[src/rtl/uart_pkg.sv]
// uart_pkg: shared register map, bit indices, state enums and parity helper for the FIFO UART
package uart_pkg;
   localparam logic [3:0] OFF_TXDATA = 4'h0;
   localparam logic [3:0] OFF_RXDATA = 4'h4;
   localparam logic [3:0] OFF_STATUS = 4'h8;
   localparam logic [3:0] OFF_CTRL   = 4'hC;
   localparam int ST_TX_FULL      = 0;
   localparam int ST_TX_IDLE      = 1;
   localparam int ST_RX_EMPTY     = 2;
   localparam int ST_RX_FULL      = 3;
   localparam int ST_RX_OVERRUN   = 4;
   localparam int ST_PARITY_ERR   = 5;
   localparam int ST_FRAMING_ERR  = 6;
   localparam int ST_TX_OVERFLOW  = 7;
   localparam int ST_RX_COUNT_LSB = 8;
   localparam int CTRL_RX_IRQ_EN  = 16;
   localparam int CTRL_ERR_IRQ_EN = 17;
   localparam logic [15:0] MIN_DIVISOR = 16'd16;
   typedef enum logic [1:0] {PAR_NONE = 2'd0, PAR_EVEN = 2'd1, PAR_ODD = 2'd2} parity_mode_e;
   typedef enum logic [2:0] {TX_IDLE, TX_START, TX_DATA, TX_PARITY, TX_STOP} tx_state_e;
   typedef enum logic [2:0] {RX_IDLE, RX_START, RX_DATA, RX_PARITY, RX_STOP} rx_state_e;
   function automatic logic parity_bit(input logic [7:0] d, input parity_mode_e m);
      return (m == PAR_ODD) ? ~^d : ^d;
   endfunction
endpackage

[src/rtl/uart_sync_fifo.sv]
// uart_sync_fifo: single-clock FIFO, WIDTH bits x DEPTH entries (DEPTH a power of two)
// Ports: clock_i/reset_n_i (async active-low), push_i/wdata_i write side,
//        pop_i/rdata_o read side (rdata_o shows the head), full_o, empty_o, count_o (0..DEPTH).
module uart_sync_fifo #(
   parameter int WIDTH = 8,
   parameter int DEPTH = 16
) (
   input  logic                     clock_i,
   input  logic                     reset_n_i,
   input  logic                     push_i,
   input  logic                     pop_i,
   input  logic [WIDTH-1:0]         wdata_i,
   output logic [WIDTH-1:0]         rdata_o,
   output logic                     full_o,
   output logic                     empty_o,
   output logic [$clog2(DEPTH):0]   count_o
);
   localparam int AW = $clog2(DEPTH);
   logic [WIDTH-1:0] mem_q [DEPTH];
   logic [AW-1:0]    wr_ptr_q, rd_ptr_q;
   logic [AW:0]      count_q;
   logic             do_push, do_pop;
   assign full_o  = count_q == (AW+1)'(DEPTH);
   assign empty_o = count_q == '0;
   assign count_o = count_q;
   assign rdata_o = mem_q[rd_ptr_q];
   assign do_pop  = pop_i & ~empty_o;
   // a pop frees the slot a same-cycle push needs, so a full FIFO accepts both
   assign do_push = push_i & (~full_o | do_pop);
   always_ff @(posedge clock_i or negedge reset_n_i)
      if (!reset_n_i) begin
         wr_ptr_q <= '0;
         rd_ptr_q <= '0;
         count_q  <= '0;
      end else begin
         if (do_push) wr_ptr_q <= wr_ptr_q + 1'b1;
         if (do_pop) rd_ptr_q <= rd_ptr_q + 1'b1;
         count_q <= count_q + (AW+1)'(do_push) - (AW+1)'(do_pop);
      end
   always_ff @(posedge clock_i)
      if (do_push) mem_q[wr_ptr_q] <= wdata_i;
endmodule

[src/rtl/uart_fifo_ctrl.sv]
// uart_fifo_ctrl: memory-mapped UART with TX/RX FIFOs, runtime divisor, parity, sticky errors, level IRQ
// Ports: clock, reset_n (async active-low); rw_address/read_request/read_data/read_response and
//        write_data/write_request/write_response form the 1-cycle IO bus; uart_rx (async serial in),
//        uart_tx (serial out, idles high), uart_irq (registered level interrupt).
module uart_fifo_ctrl
   import uart_pkg::*;
#(
   parameter int          CLOCK_FREQUENCY = 50000000,
   parameter int          UART_BAUD_RATE  = 9600,
   parameter logic [31:0] BASE_ADDRESS    = 32'h80000000,
   parameter int          FIFO_DEPTH      = 16,
   parameter int          PARITY_MODE     = 0,
   parameter int          STOP_BITS       = 1
) (
   input  logic        clock,
   input  logic        reset_n,
   input  logic [31:0] rw_address,
   output logic [31:0] read_data,
   input  logic        read_request,
   output logic        read_response,
   input  logic [31:0] write_data,
   input  logic        write_request,
   output logic        write_response,
   input  logic        uart_rx,
   output logic        uart_tx,
   output logic        uart_irq
);
   localparam int           CW        = $clog2(FIFO_DEPTH) + 1;
   localparam logic [15:0]  DIV_RESET = 16'(CLOCK_FREQUENCY / UART_BAUD_RATE);
   localparam parity_mode_e PMODE     = parity_mode_e'(PARITY_MODE);
   logic [31:0] read_data_q, rd_val, status, ctrl;
   logic        read_resp_q, write_resp_q, irq_q, irq_d;
   logic [15:0] div_q, div_d;
   logic        rx_en_q, err_en_q;
   logic [3:0]  sticky_q, sticky_d, sticky_set, sticky_clr;
   logic        hit, wr_tx, wr_status, wr_ctrl, rd_rx;
   logic [7:0]  tx_rdata, rx_rdata;
   logic        tx_full, tx_empty, rx_full, rx_empty, tx_idle;
   logic [CW-1:0] tx_count, rx_count;
   logic        unused_ok;
   tx_state_e   tx_state_q, tx_state_d;
   logic [15:0] tx_cnt_q, tx_cnt_d;
   logic [2:0]  tx_bit_q, tx_bit_d;
   logic [7:0]  tx_sh_q, tx_sh_d;
   logic        tx_par_q, tx_par_d, tx_stop_q, tx_stop_d;
   logic        tx_tick, tx_last_stop, tx_pop;
   rx_state_e   rx_state_q, rx_state_d;
   logic [15:0] rx_cnt_q, rx_cnt_d;
   logic [2:0]  rx_bit_q, rx_bit_d;
   logic [7:0]  rx_sh_q, rx_sh_d;
   logic        rx_perr_q, rx_perr_d;
   logic        rx_s1_q, rx_s2_q, rx_prev_q;
   logic        rx_tick, rx_fall, rx_stop_sample, rx_good;
   assign unused_ok = ^{write_data[31:18], tx_count};
   assign hit       = rw_address[31:4] == BASE_ADDRESS[31:4];
   assign wr_tx     = write_request & hit & (rw_address[3:0] == OFF_TXDATA);
   assign wr_status = write_request & hit & (rw_address[3:0] == OFF_STATUS);
   assign wr_ctrl   = write_request & hit & (rw_address[3:0] == OFF_CTRL);
   assign rd_rx     = read_request & hit & (rw_address[3:0] == OFF_RXDATA);
   assign tx_idle   = tx_empty & (tx_state_q == TX_IDLE);
   assign status    = {15'b0, 9'(rx_count), sticky_q, rx_full, rx_empty, tx_idle, tx_full};
   assign ctrl      = {14'b0, err_en_q, rx_en_q, div_q};
   assign rd_val    = !(read_request && hit) ? '0 :
                      rw_address[3:0] == OFF_TXDATA ? {31'b0, ~tx_full} :
                      rw_address[3:0] == OFF_RXDATA ? {24'b0, rx_empty ? 8'h00 : rx_rdata} :
                      rw_address[3:0] == OFF_STATUS ? status :
                      rw_address[3:0] == OFF_CTRL   ? ctrl : '0;
   assign div_d     = !wr_ctrl ? div_q : write_data[15:0] < MIN_DIVISOR ? MIN_DIVISOR : write_data[15:0];
   // flag order matches STATUS[7:4]: tx_overflow, framing_err, parity_err, rx_overrun
   assign sticky_set = {wr_tx & tx_full & ~tx_pop,
                        rx_stop_sample & ~rx_s2_q,
                        rx_stop_sample & rx_perr_q,
                        rx_good & rx_full & ~rd_rx};
   assign sticky_clr = wr_status ? write_data[ST_TX_OVERFLOW:ST_RX_OVERRUN] : 4'b0;
   assign sticky_d   = (sticky_q & ~sticky_clr) | sticky_set;
   assign irq_d      = (rx_en_q & ~rx_empty) | (err_en_q & |sticky_q);
   assign read_data      = read_data_q;
   assign read_response  = read_resp_q;
   assign write_response = write_resp_q;
   assign uart_irq       = irq_q;
   always_ff @(posedge clock or negedge reset_n)
      if (!reset_n) begin
         read_data_q  <= '0;
         read_resp_q  <= 1'b0;
         write_resp_q <= 1'b0;
         irq_q        <= 1'b0;
         div_q        <= DIV_RESET;
         rx_en_q      <= 1'b0;
         err_en_q     <= 1'b0;
         sticky_q     <= '0;
         rx_s1_q      <= 1'b1;
         rx_s2_q      <= 1'b1;
         rx_prev_q    <= 1'b1;
      end else begin
         read_data_q  <= rd_val;
         read_resp_q  <= read_request;
         write_resp_q <= write_request;
         irq_q        <= irq_d;
         div_q        <= div_d;
         rx_en_q      <= wr_ctrl ? write_data[CTRL_RX_IRQ_EN] : rx_en_q;
         err_en_q     <= wr_ctrl ? write_data[CTRL_ERR_IRQ_EN] : err_en_q;
         sticky_q     <= sticky_d;
         rx_s1_q      <= uart_rx;
         rx_s2_q      <= rx_s1_q;
         rx_prev_q    <= rx_s2_q;
      end
   uart_sync_fifo #(.WIDTH(8), .DEPTH(FIFO_DEPTH)) u_tx_fifo (
      .clock_i(clock), .reset_n_i(reset_n), .push_i(wr_tx), .pop_i(tx_pop),
      .wdata_i(write_data[7:0]), .rdata_o(tx_rdata), .full_o(tx_full), .empty_o(tx_empty),
      .count_o(tx_count));
   uart_sync_fifo #(.WIDTH(8), .DEPTH(FIFO_DEPTH)) u_rx_fifo (
      .clock_i(clock), .reset_n_i(reset_n), .push_i(rx_good), .pop_i(rd_rx),
      .wdata_i(rx_sh_q), .rdata_o(rx_rdata), .full_o(rx_full), .empty_o(rx_empty),
      .count_o(rx_count));
   assign tx_tick      = tx_cnt_q == '0;
   assign tx_last_stop = (STOP_BITS == 1) | tx_stop_q;
   always_ff @(posedge clock or negedge reset_n)
      if (!reset_n) begin
         tx_state_q <= TX_IDLE;
         tx_cnt_q   <= '0;
         tx_bit_q   <= '0;
         tx_sh_q    <= '0;
         tx_par_q   <= 1'b0;
         tx_stop_q  <= 1'b0;
      end else begin
         tx_state_q <= tx_state_d;
         tx_cnt_q   <= tx_cnt_d;
         tx_bit_q   <= tx_bit_d;
         tx_sh_q    <= tx_sh_d;
         tx_par_q   <= tx_par_d;
         tx_stop_q  <= tx_stop_d;
      end
   always_comb begin
      tx_state_d = tx_state_q;
      tx_cnt_d   = (tx_tick || tx_state_q == TX_IDLE) ? div_q - 16'd1 : tx_cnt_q - 16'd1;
      tx_bit_d   = tx_bit_q;
      tx_sh_d    = tx_sh_q;
      tx_par_d   = tx_par_q;
      tx_stop_d  = tx_stop_q;
      // popping straight out of the last stop bit is what keeps back-to-back frames gapless
      if (tx_pop) begin
         tx_state_d = TX_START;
         tx_cnt_d   = div_q - 16'd1;
         tx_sh_d    = tx_rdata;
         tx_par_d   = parity_bit(tx_rdata, PMODE);
      end else if (tx_tick) begin
         unique case (tx_state_q)
            TX_START: begin
               tx_state_d = TX_DATA;
               tx_bit_d   = '0;
            end
            TX_DATA: begin
               tx_sh_d   = tx_sh_q >> 1;
               tx_bit_d  = tx_bit_q + 3'd1;
               tx_stop_d = 1'b0;
               if (tx_bit_q == 3'd7) tx_state_d = (PMODE != PAR_NONE) ? TX_PARITY : TX_STOP;
            end
            TX_PARITY: tx_state_d = TX_STOP;
            TX_STOP: begin
               tx_stop_d  = 1'b1;
               tx_state_d = tx_last_stop ? TX_IDLE : TX_STOP;
            end
            default: tx_state_d = TX_IDLE;
         endcase
      end
   end
   always_comb begin
      tx_pop  = ~tx_empty & (tx_state_q == TX_IDLE || (tx_state_q == TX_STOP && tx_tick && tx_last_stop));
      uart_tx = tx_state_q == TX_START  ? 1'b0 :
                tx_state_q == TX_DATA   ? tx_sh_q[0] :
                tx_state_q == TX_PARITY ? tx_par_q : 1'b1;
   end
   assign rx_tick = rx_cnt_q == '0;
   assign rx_fall = rx_prev_q & ~rx_s2_q;
   always_ff @(posedge clock or negedge reset_n)
      if (!reset_n) begin
         rx_state_q <= RX_IDLE;
         rx_cnt_q   <= '0;
         rx_bit_q   <= '0;
         rx_sh_q    <= '0;
         rx_perr_q  <= 1'b0;
      end else begin
         rx_state_q <= rx_state_d;
         rx_cnt_q   <= rx_cnt_d;
         rx_bit_q   <= rx_bit_d;
         rx_sh_q    <= rx_sh_d;
         rx_perr_q  <= rx_perr_d;
      end
   always_comb begin
      rx_state_d = rx_state_q;
      rx_cnt_d   = rx_tick ? div_q - 16'd1 : rx_cnt_q - 16'd1;
      rx_bit_d   = rx_bit_q;
      rx_sh_d    = rx_sh_q;
      rx_perr_d  = rx_perr_q;
      unique case (rx_state_q)
         RX_IDLE: begin
            rx_cnt_d = {1'b0, div_q[15:1]} - 16'd1;
            if (rx_fall) rx_state_d = RX_START;
         end
         RX_START: if (rx_tick) begin
            rx_state_d = rx_s2_q ? RX_IDLE : RX_DATA;
            rx_bit_d   = '0;
            rx_perr_d  = 1'b0;
         end
         RX_DATA: if (rx_tick) begin
            rx_sh_d  = {rx_s2_q, rx_sh_q[7:1]};
            rx_bit_d = rx_bit_q + 3'd1;
            if (rx_bit_q == 3'd7) rx_state_d = (PMODE != PAR_NONE) ? RX_PARITY : RX_STOP;
         end
         RX_PARITY: if (rx_tick) begin
            rx_perr_d  = rx_s2_q != parity_bit(rx_sh_q, PMODE);
            rx_state_d = RX_STOP;
         end
         RX_STOP: if (rx_tick) rx_state_d = RX_IDLE;
         default: rx_state_d = RX_IDLE;
      endcase
   end
   always_comb begin
      rx_stop_sample = (rx_state_q == RX_STOP) & rx_tick;
      rx_good        = rx_stop_sample & rx_s2_q & ~rx_perr_q;
   end
endmodule

[config.mk]
export PLATFORM = sky130hd
export DESIGN_NAME = uart_fifo_ctrl
export DESIGN_NICKNAME = d
export VERILOG_FILES = /design/src/rtl/uart_pkg.sv /design/src/rtl/uart_sync_fifo.sv /design/src/rtl/uart_fifo_ctrl.sv
export SDC_FILE = /design/constraint.sdc
export NUM_CORES = 1
export LEC_CHECK = 0
export BUFFER_PORTS_ARGS = -buffer_cell sky130_fd_sc_hd__buf_2
export CORE_MARGIN = 2
export CORE_UTILIZATION = 42
export CTS_CLUSTER_SIZE = 24
export DETAILED_ROUTE_END_ITERATION = 16
export PLACE_DENSITY = 0.67
export SYNTH_ARGS = -nofsm -noshare
export SYNTH_HDL_FRONTEND = slang
export SYNTH_SLANG_ARGS = --single-unit
[constraint.sdc]
create_clock -name clock -period 4.5 [get_ports clock]
set_clock_uncertainty 0.05 [all_clocks]
set_input_delay 0.225 -clock clock [delete_from_list [all_inputs] [get_ports clock]]
set_output_delay 0.225 -clock clock [all_outputs]
set_load 0.02 [all_outputs]
==> results of run 1 <==
through the flow:
stage	area, µm²	utilization (%)	worst slack, ns	instances	hold slack [ns]
finish	19700	48.4	1.05	1833	0.0353
global route	19700	48.4	0.628	1833	0.0304
CTS	19700	48.4	1.02	1833	0.0104
detailed placement	18200	44.7	1.04	1742	0.211
global placement	18200	44.7	1.09	1742	0.216
floorplan	17300	-	1.20	1181	-0.121
kinds of logic after synthesis:
| family | count (synthesis) | share of synthesized area, % |
|---|---|---|
| muxes | 105 | 11.5 |
| DFF | 390 | 64.0 |
| other | 1 | 0.0217 |
| buffers and inverters | 110 | 2.92 |
| adders and majority gates | 35 | 2.62 |
| AOI/OAI and AO/OA | 144 | 5.41 |
| and+or+nand+nor | 298 | 9.23 |
| xor gates and xnor gates | 85 | 4.31 |
critical path, stage by stage, from the launching register on:
cell	delay, ns
dfrtp_1	0.39
inv_1	0.08
ha_1	0.14
nor4b_1	0.69
nand3_2	0.32
nor2_1	0.17
nand2_1	0.16
inv_2	0.20
nand3b_1	0.16
nor2_1	0.72
timing repair:
| action | CTS | global route |
|---|---|---|
| endpoints found under the hold margin | 74 | 0 |
| gates resized for setup | 0 | 0 |
| hold buffers | 16 | 0 |
worst min-delay path by stage:
stage / endpoint / slack [ns] / depth (start not counted)
after global placement: u_tx_fifo.rd_ptr_q[3] / 0.22 / 1
after CTS: div_q[3] / 0.01 / 3
after global routing: u_tx_fifo.mem_q[15][1] / 0.03 / 1
after floorplan: div_q[0] / -0.12 / 0
final: div_q[3] / 0.04 / 3
after detailed placement: u_tx_fifo.rd_ptr_q[3] / 0.21 / 1
flip-flops by register name, indices dropped and copies added, names as in the netlist, 4 cells and up:
register	count
div_q	16
read_data	18
rx_cnt_q	16
rx_sh_q	8
sticky_q	4
tx_cnt_q	16
tx_sh_q	8
u_rx_fifo.count_o	5
u_rx_fifo.mem_q	128
u_rx_fifo.rd_ptr_q	4
u_rx_fifo.wr_ptr_q	4
u_tx_fifo.count_o	5
u_tx_fifo.mem_q	128
u_tx_fifo.rd_ptr_q	4
u_tx_fifo.wr_ptr_q	4
per-layer routing:
metal | vias up | GRT usage, % | wire length [µm]
li1 | 4563 | - | -
met1 | 5032 | 24.9 | 16500
met2 | 227 | 29.6 | 18000
met3 | 71 | 3.66 | 1840
met4 | 0 | 5.67 | 1080
met5 | - | 0 | 0
area by class of cell:
type,count,area (µm²)
Inverter,40,150
Multi-Input combinational cell,681,5790
Clock inverter,18,190
Timing Repair Buffer,115,719
Fill cell,3523,21000
Tap cell,532,666
Sequential cell,390,11100
Clock buffer,57,1140
cells in the mapped netlist, drive strengths merged, types with 3 or more instances:
cell type / instances / area (µm²)
or4: 5 / 41.3
a22oi: 14 / 105
xnor2: 56 / 490
nor4: 29 / 213
nand3: 11 / 72.6
a22o: 14 / 123
and3: 9 / 56.3
a21o: 9 / 67.6
inv: 40 / 150
nor4b: 5 / 58.8
a211oi: 5 / 37.5
edfxtp: 256 / 7690
clkbuf: 33 / 125
mux2i: 9 / 90.1
mux4: 72 / 1620
dfstp: 8 / 210
o21ai: 30 / 150
nor2: 74 / 280
a31oi: 3 / 18.8
nand2: 76 / 285
nand4: 8 / 56.3
ha: 33 / 413
a21oi: 48 / 240
nor3b: 10 / 85.1
nor2b: 5 / 31.3
buf: 37 / 229
o31ai: 4 / 30.0
dfrtp: 126 / 3150
xor2: 29 / 254
and2: 18 / 113
mux2: 24 / 270
nor3: 27 / 156
or3: 8 / 50.1
or2: 4 / 25.0
power groups by stage:
stage               clock network (mW)  logic [mW]  registers (mW)
floorplan                            0       0.403            4.07
global placement                     0       0.523            4.10
detailed placement                   0       0.537            4.10
CTS                               3.40       0.550            4.04
global route                      3.53       0.619            4.05
finish                            3.32       0.548            4.04
==> results by group, run 1 <==
Synthesis
  – Main synth FF type: edfxtp_1
  – Post-synth EDFFs: 256
  – Mapped Area: 17,300 µm²
  – Yosys Warn Count: 0
  – Average size of a mapped cell: 14.8 µm²
  – Register bit count reported by yosys: 390
  – Ys async rst share: 34.4%
  – Yosys cell types: 72
  – Synth Instances: 1,168
  – Seq/Total Area, Yosys: 64.0%

Die
  – Die X: 207 µm
  – Placeable Area: 40,700 µm²
  – Initial Util: 42.4%
  – # IOs: 105
  – Die area: 42,700 µm²
  – Row count: 74
  – Die H: 207 µm

Timing
  – Tmin final: 3.45 ns
  – Period utilization: 76.7%
  – Setup TNS: 0 ns
  – Rel. slew slack: 25.9%
  – F_max: 290 MHz
  – Fin. Hold Viols: 0
  – RSZ-0062 raised after global routing: false
  – Worst-Margin Slew: 1.11 ns
  – Final number of setup-violating endpoints: 0
  – Final Max Tran Viols: 0

Clock tree
  – CTS tree: done
  – Worst-Skew Late Latency: 0.56 ns
  – H-tree lvl count: 2
  – Reg clk slew, reported paths: 0.06 ns
  – Clock Tree Buf Depth: 3
  – Postcts setup bufs: 0
  – Cts bufs inserted: 41
  – CTS Root Cell: clkbuf_16
  – Clock sinks: 390

Route
  – Routed wire length: 37,400 µm
  – # DRC: 0
  – Vias/cell: 5.40
  – Post-route ant nets: 0
  – Pre-antenna DRT Iters: 5
  – Avg WL per Cell: 20.4 µm
  – Via count: 9,893
  – Iteration-0 DRC Markers: 794

Global routing
  – Overflow after GRT: 0
  – Total GRT Usage: 18.2%
  – Initial antenna violation count: 2
  – First-pass GRT wire length: 58,700 µm
  – Largest net degree at the start of global routing: 65
  – Number of global-route vias before repair: 10,200

Setup path
  – Worst Path Required: 4.62 ns
  – Worst-path fanout max: 9
  – Crit path capture type: flip-flop
  – Reg2Reg Depth: 9
  – R2R Setup Slk: 1.05 ns
  – Worst setup SP type: flip-flop
  – Setup CP Type: reg2reg
  – Worst setup endpoint: u_rx_fifo.mem_q[10][2]
  – Critical Path Start: rx_cnt_q[0]
  – Worst Path Arrival: 3.57 ns
  – Reg2Reg Capture Point: u_rx_fifo.mem_q[10][2]
  – Worst r2r src: rx_cnt_q[0]

Cells and area
  – Commonest non-fill, non-tap cells in the layout: 256 x edfxtp_1, 123 x dfrtp_1, 76 x nand2_1
  – Share of layout cells above drive strength 1: 22.4%
  – Final Net Count: 1,373
  – ANT cells: 0
  – Layout area overhead: 14.2%
  – Most common cell after layout, fill and taps aside: edfxtp_1

Pwr
  – Net switching power: 1.81 mW
  – Sequential power share: 51.1%
  – Power, Total: 7.91 mW
  – Gate power share: 6.9%
  – Switch share: 22.9%
  – Worst VDD drop: 0.251 mV
  – Clock share of power: 42.0%
  – Lkg Pwr: 7.50 nW
  – Internal power: 6.10 mW
  – Pwr per Cell Area: 401 nW/µm²

Job
  – Maxcap violations: 0

Hold path
  – HP Start: write_data[3]
  – Worst hold path type: in2reg

Run status
  – Outcome: finished, final reports clean

Placed design
  – Port Buffer Count: 76
  – HPWL after DPL: 24,800 µm
  – Routability Congestion: 0.835
(Power assumes the default switching activity.)
==> run 2, diff against run 1 <==
Clock period 4.5 ns to 3.3 ns, I/O delays scaled along.
==> run 2 against run 1 <==
Cell count grew 1.7%. Flip-flop and latch count is the same. Die area is the same. Sequential share of layout area shrank 0.93 points. Clock-buffer cell count unchanged. Critical path type unchanged. Largest cell class unchanged.
==> results by group, run 2 (same netlist as run 1, synthesis figures left out) <==
Hold path
  – HP Start: write_data[7]
  – Hold Crit Depth: 1
  – Hold Path End: u_tx_fifo.mem_q[0][7]
  – Worst hold path type: in2reg

Setup path
  – CP max stage delay: 0.56 ns
  – Worst Path Required: 3.68 ns
  – Worst setup SP type: flip-flop
  – R2R Setup Slk: 0.23 ns
  – Reg2Reg Capture Point: u_tx_fifo.count_o[4]
  – Worst r2r src: tx_cnt_q[0]
  – Slowest-stage cell, CP: a2111oi_4
  – Cell breakdown of the critical path: inv_2 > ha_1 > nor4b_4 > nand4_2 > a2111oi_4 > ha_1 > inv_1 > ha_1 > inv_1 > fa_2 > inv_1 > a21oi_1 > nor2_1 > nor2_1 > xnor2_1
  – Crit path capture type: flip-flop
  – Worst Path Arrival: 3.45 ns
  – Setup CP Type: reg2reg
  – Worst-path fanout max: 3
  – Reg2Reg Depth: 15

Run status
  – Outcome: finished, final reports clean

Timing
  – Tmin final: 3.07 ns
  – F_max: 325 MHz
  – RSZ-0062 raised after global routing: false
  – Final Max Tran Viols: 0
  – Period utilization: 93.2%
  – Hold Slack: 0.0426 ns
  – Worst setup margin: 0.226 ns
  – Worst-Margin Slew: 0.858 ns
  – Rel. slew slack: 42.8%
  – Fin. Hold Viols: 0
  – Final number of setup-violating endpoints: 0

Route
  – Vias/cell: 5.37
  – Iteration-0 DRC Markers: 764
  – Avg WL per Cell: 20.1 µm
  – Pre-antenna DRT Iters: 5
  – Routed wire length: 37,500 µm
  – Via count: 10,000
  – # DRC: 0
  – Post-route ant nets: 0

Global routing
  – Number of global-route vias before repair: 9,946
  – Largest net degree at the start of global routing: 85
  – Overflow after GRT: 0
  – Initial antenna violation count: 1
  – Total GRT Usage: 17.9%
  – First-pass GRT wire length: 58,100 µm

Clock tree
  – CTS Root Cell: clkbuf_16
  – Cts bufs inserted: 42
  – CTS tree: done
  – Reg clk slew, reported paths: 0.06 ns
  – Clock sinks: 390
  – Worst-Skew Late Latency: 0.56 ns
  – H-tree lvl count: 2
  – Clock Tree Buf Depth: 3

Cells and area
  – Final Net Count: 1,405
  – Multi-input gate area: 5820 µm²
  – ANT cells: 0
  – Commonest non-fill, non-tap cells in the layout: 256 x edfxtp_1, 124 x dfrtp_1, 75 x nand2_1, 75 x buf_2
  – Reg area: 11,100 µm²
  – Share of layout cells above drive strength 1: 24.2%
  – Most common cell after layout, fill and taps aside: edfxtp_1
  – Filler cells: 3,435
  – Fin util: 49.2%
  – Layout area overhead: 16.1%

Die
  – Die H: 207 µm
  – Placeable Area: 40,700 µm²
  – Die area: 42,700 µm²
  – # IOs: 105
  – Row count: 74
  – Initial Util: 42.4%
  – Die X: 207 µm

Pwr
  – Lkg Pwr: 7.66 nW
  – Pwr per Cell Area: 535 nW/µm²
  – Power, Total: 10.7 mW
  – Worst VDD drop: 0.496 mV

Placed design
  – Routability Congestion: 0.809
  – Port Buffer Count: 76
  – HPWL after DPL: 24,500 µm
  – Pre-CTS setup slack: -0.0187 ns

Job
  – Maxcap violations: 0
run 2: timing repair:
item,CTS,global route
setup buffers,0,1
endpoints found under the hold margin,206,0
resized for setup,4,7
hold buffers,24,0
endpoints found under the setup margin,33,77
pin swaps,1,2
run 2: worst max path at each step:
stage                     slack (ns)               endpoint  cells past startpoint        start
after global placement          0.04   u_tx_fifo.count_o[4]                     15  tx_cnt_q[0]
after floorplan                 0.02   u_tx_fifo.count_o[4]                     17  tx_cnt_q[0]
after global routing            0.02   u_tx_fifo.count_o[4]                     15  tx_cnt_q[1]
after detailed placement       -0.02  u_tx_fifo.mem_q[1][0]                     10  tx_cnt_q[0]
final                           0.23   u_tx_fifo.count_o[4]                     15  tx_cnt_q[0]
after CTS                       0.04   u_tx_fifo.count_o[4]                     15  tx_cnt_q[0]
run 2: power by group:
part	switching (mW)	total, mW	internal [mW]
Clock	1.89	4.45	2.57
Sequential	0.156	5.50	5.35
Combinational	0.436	0.765	0.329
run 2: stage by stage:
| stage | instances | cell area (µm²) | TNS, ns |
|---|---|---|---|
| 2_1_floorplan | 1181 | 17300 | 0 |
| 6_report | 1865 | 20000 | 0 |
| 5_1_grt | 1865 | 20000 | 0 |
| 4_1_cts | 1864 | 20000 | 0 |
| 3_5_place_dp | 1764 | 18500 | -0.259 |
| 3_3_place_gp | 1764 | 18500 | 0 |
run 2: layout make-up:
class	count	share of cell area, %
timing repair buffer	146	5.23
multi-input combinational	681	29.1
tap	532	3.32
inverter	40	0.762
sequential	390	55.2
clock inverter	19	0.849
clock buffer	57	5.63
run 2: worst max-delay path: cells and delay by family (launching register included):
family,cells,cell delay [ns]
adder cells (fa/ha/maj),4,0.95
AO/OA/AOI/OAI,2,0.62
AND/OR/NAND/NOR,4,0.55
flip-flops,1,0.40
buffers and inverters,4,0.26
XOR/XNOR,1,0.12
run 2: per-layer routing:
| metal | part of all wire (%) | vias up | track usage [%] | routed length (µm) |
|---|---|---|---|---|
| met2 | 49 | 256 | 29.0 | 18200 |
| li1 | - | 4625 | - | - |
| met4 | 2.7 | 0 | 5.65 | 1020 |
| met1 | 43 | 5060 | 24.7 | 16200 |
| met5 | 0 | - | 0 | 0 |
| met3 | 5.5 | 67 | 3.31 | 2080 |
==> run 3, diff against run 2 <==
Settings changed: ABC_AREA set to 1, CORE_UTILIZATION 42 to 45, PLACE_DENSITY 0.67 to 0.7.
==> run 3 against run 2 <==
Sequential power shrank 3%. Power up 0.69%. Clock-buffer cell count is 5 higher. Non-clock buffer count up 11. Flip-flop and latch count is the same. Hold slack improved by 0.0077 ns. Wire length grew 21%. First-iteration DRC count grew 33%. Clock power increased by 4.9%. Die area down 0.14%. Highest routed layer is now met5. Register-to-register slack gained 0.14 ns. Largest cell class unchanged.
==> results by group, run 3 <==
Cells and area
  – Reg area: 11,100 µm²
  – Multi-input gate area: 6300 µm²
  – ANT cells: 0
  – Filler cells: 3,600
  – Share of layout cells above drive strength 1: 13.0%
  – Final Net Count: 2,111
  – Commonest non-fill, non-tap cells in the layout: 417 x nand2_1, 256 x edfxtp_1, 198 x nor2_1
  – Layout area overhead: 15.1%
  – Most common cell after layout, fill and taps aside: nand2_1

Clock tree
  – Postcts setup bufs: 0
  – CTS Root Cell: clkbuf_16
  – Clock sinks: 390
  – CTS tree: done
  – H-tree lvl count: 2
  – Cts bufs inserted: 42
  – Reg clk slew, reported paths: 0.06 ns
  – Clock Tree Buf Depth: 3
  – Post-CTS Resized: 0
  – Worst-Skew Late Latency: 0.56 ns

Synthesis
  – Average size of a mapped cell: 9.89 µm²
  – Yosys cell types: 61
  – Synth Instances: 1,868
  – Register bit count reported by yosys: 390
  – Post-synth top area share: 41.6%
  – Post-synth top area cell: edfxtp_1
  – Ys async rst share: 34.4%
  – Post-synth top cells: 417 x nand2_1, 256 x edfxtp_1, 198 x nor2_1
  – Most frequent cell after synthesis: nand2_1
  – Main synth FF type: edfxtp_1
  – Largest cells by area after synthesis: edfxtp_1 42%, dfrtp_1 17%, nand2_1 8.5%
  – Seq/Total Area, Yosys: 59.8%
  – Post-synth EDFFs: 256
  – Mapped Area: 18,500 µm²
  – Yosys Warn Count: 0

Hold path
  – Hold Crit Depth: 4
  – HP Start: rw_address[3]
  – Worst hold path type: in2reg
  – Hold Path End: sticky_q[3]

Route
  – Routed wire length: 45,200 µm
  – Avg WL per Cell: 17.6 µm
  – Via count: 13,500
  – Vias/cell: 5.26
  – Pre-antenna DRT Iters: 5
  – Iteration-0 DRC Markers: 1,015
  – Post-route ant nets: 0
  – # DRC: 0

Global routing
  – Total GRT Usage: 21.5%
  – Largest net degree at the start of global routing: 83
  – Number of global-route vias before repair: 13,100
  – First-pass GRT wire length: 70,700 µm
  – Initial antenna violation count: 1
  – Overflow after GRT: 0

Setup path
  – Worst Path Arrival: 3.32 ns
  – Worst r2r src: tx_cnt_q[0]
  – CP max stage delay: 0.40 ns
  – Setup CP Type: reg2reg
  – Cell breakdown of the critical path: inv_1 > ha_1 > inv_1 > nor2_1 > nand4_4 > a21oi_4 > or2_4 > nand2_4 > clkinv_4 > ha_1 > inv_1 > fa_1 > o21ai_0 > a21oi_1 > xor2_1
  – R2R Setup Slk: 0.37 ns
  – Worst Path Required: 3.69 ns
  – Reg2Reg Capture Point: u_tx_fifo.count_o[4]
  – Critical Path Start: tx_cnt_q[0]
  – Reg2Reg Depth: 15
  – Most common cell on crit path: inv_1
  – Worst setup SP type: flip-flop
  – Slowest-stage cell, CP: fa_1
  – Crit path capture type: flip-flop
  – Worst-path fanout max: 6

Timing
  – Final Max Tran Viols: 0
  – F_max: 341 MHz
  – RSZ-0062 raised after global routing: false
  – Rel. slew slack: 34.8%
  – Period utilization: 88.8%
  – Setup TNS: 0 ns
  – Worst-Margin Slew: 0.975 ns
  – Final number of setup-violating endpoints: 0
  – Tmin final: 2.93 ns
  – Fin. Hold Viols: 0

Pwr
  – Internal power: 8.31 mW
  – Pwr per Cell Area: 508 nW/µm²
  – Sequential power share: 49.7%
  – Lkg Pwr: 9.28 nW
  – Net switching power: 2.49 mW
  – Clock share of power: 43.3%
  – Power, Total: 10.8 mW
  – Switch share: 23.0%
  – Gate power share: 7.1%
  – Worst VDD drop: 0.393 mV

Die
  – Row count: 74
  – Placeable Area: 40,600 µm²
  – # IOs: 105
  – Die H: 207 µm
  – Initial Util: 45.5%
  – Die X: 207 µm
  – Die area: 42,700 µm²

Placed design
  – HPWL after DPL: 30,400 µm
  – Port Buffer Count: 76
  – Routability Congestion: 0.889

Run status
  – Outcome: finished, final reports clean

Job
  – Maxcap violations: 0
==> run 3: cell types whose count changed in the layout (fill, tap and decap cells not counted), moves of 14 or more <==
cell | before | now
buf_4 | 40 | 57
inv_1 | 38 | 195
mux2_2 | 24 | 7
mux4_2 | 72 | 0
nand2_1 | 75 | 417
nand3_1 | 9 | 119
nor2_1 | 72 | 198
nor4_1 | 24 | 10
o21ai_0 | 28 | 115
o21ai_1 | 2 | 18
xnor2_1 | 56 | 15
xor2_1 | 29 | 44
==> run 3: routing by layer <==
| metal | GRT usage (%) | vias up | part of all wire (%) |
|---|---|---|---|
| li1 | - | 6524 | - |
| met5 | 0 | - | 0.015 |
| met3 | 3.20 | 82 | 5.9 |
| met4 | 8.27 | 2 | 3.3 |
| met1 | 28.3 | 6519 | 42 |
| met2 | 36.1 | 407 | 48 |
==> run 3: power by group through the flow <==
stage | Clock [mW] | Combinational [mW] | Sequential [mW]
after floorplan | 0 | 0.485 | 5.44
after global placement | 0 | 0.720 | 5.46
after detailed placement | 0 | 0.732 | 5.46
after CTS | 4.75 | 0.758 | 5.36
after global routing | 4.95 | 0.853 | 5.37
final | 4.67 | 0.765 | 5.36
==> run 3: worst max path at each step <==
stage | to | slack [ns] | cells after the start
after floorplan | u_rx_fifo.count_o[4] | 0.59 | 14
after global placement | u_rx_fifo.count_o[4] | 0.40 | 17
after detailed placement | u_rx_fifo.count_o[4] | 0.36 | 17
after CTS | u_tx_fifo.count_o[4] | 0.37 | 15
after global routing | u_tx_fifo.count_o[4] | 0.19 | 15
final | u_tx_fifo.count_o[4] | 0.37 | 15
==> run 3: metrics by stage <==
stage,setup slack (ns),instance area (µm²),cells,utilization [%],hold WS [ns]
3_3_place_gp,0.402,19700,2473,48.4,0.223
3_5_place_dp,0.362,19700,2473,48.4,0.225
6_report,0.370,21300,2572,52.3,0.0503
2_1_floorplan,0.595,18500,1881,-,-0.181
4_1_cts,0.366,21300,2572,52.3,0.0208
5_1_grt,0.192,21300,2572,52.3,0.0462
==> run 3: what timing repair did <==
action / in CTS / in global routing
hold buffers: 22 / 0
setup endpoints to repair: 0 / 0
hold endpoints to repair: 207 / 0
==> run 3: cells by family (layout without fill, tap and decap cells) <==
family / after synthesis / count (layout) / share of synthesized area [%]
buffers and inverters: 286 / 445 / 6.34
other: 1 / 14 / 0.0203
adder cells (fa/ha/maj): 35 / 35 / 2.45
multiplexers: 7 / 7 / 0.427
AO/OA/AOI/OAI: 268 / 268 / 8.47
AND/OR/NAND/NOR: 821 / 821 / 19.6
flip-flops: 390 / 390 / 59.8
XOR/XNOR: 60 / 60 / 2.89
==> run 3: worst max-delay path: cells and delay by family, from the launching register on <==
| family | cells | cell delay (ns) |
|---|---|---|
| xor gates and xnor gates | 1 | 0.14 |
| adders and majority gates | 3 | 0.75 |
| DFF | 1 | 0.38 |
| AOI/OAI and AO/OA | 3 | 0.51 |
| and+or+nand+nor | 4 | 0.62 |
| buffers and inverters | 4 | 0.34 |
==> run 3: area by class of cell <==
| type | count | share of cell area, % |
|---|---|---|
| clock buffer | 62 | 5.49 |
| clock inverter | 15 | 0.930 |
| inverter | 211 | 3.75 |
| multi-input combinational | 1205 | 29.6 |
| sequential | 390 | 52.0 |
| tap | 532 | 3.13 |
| timing repair buffer | 157 | 5.06 |
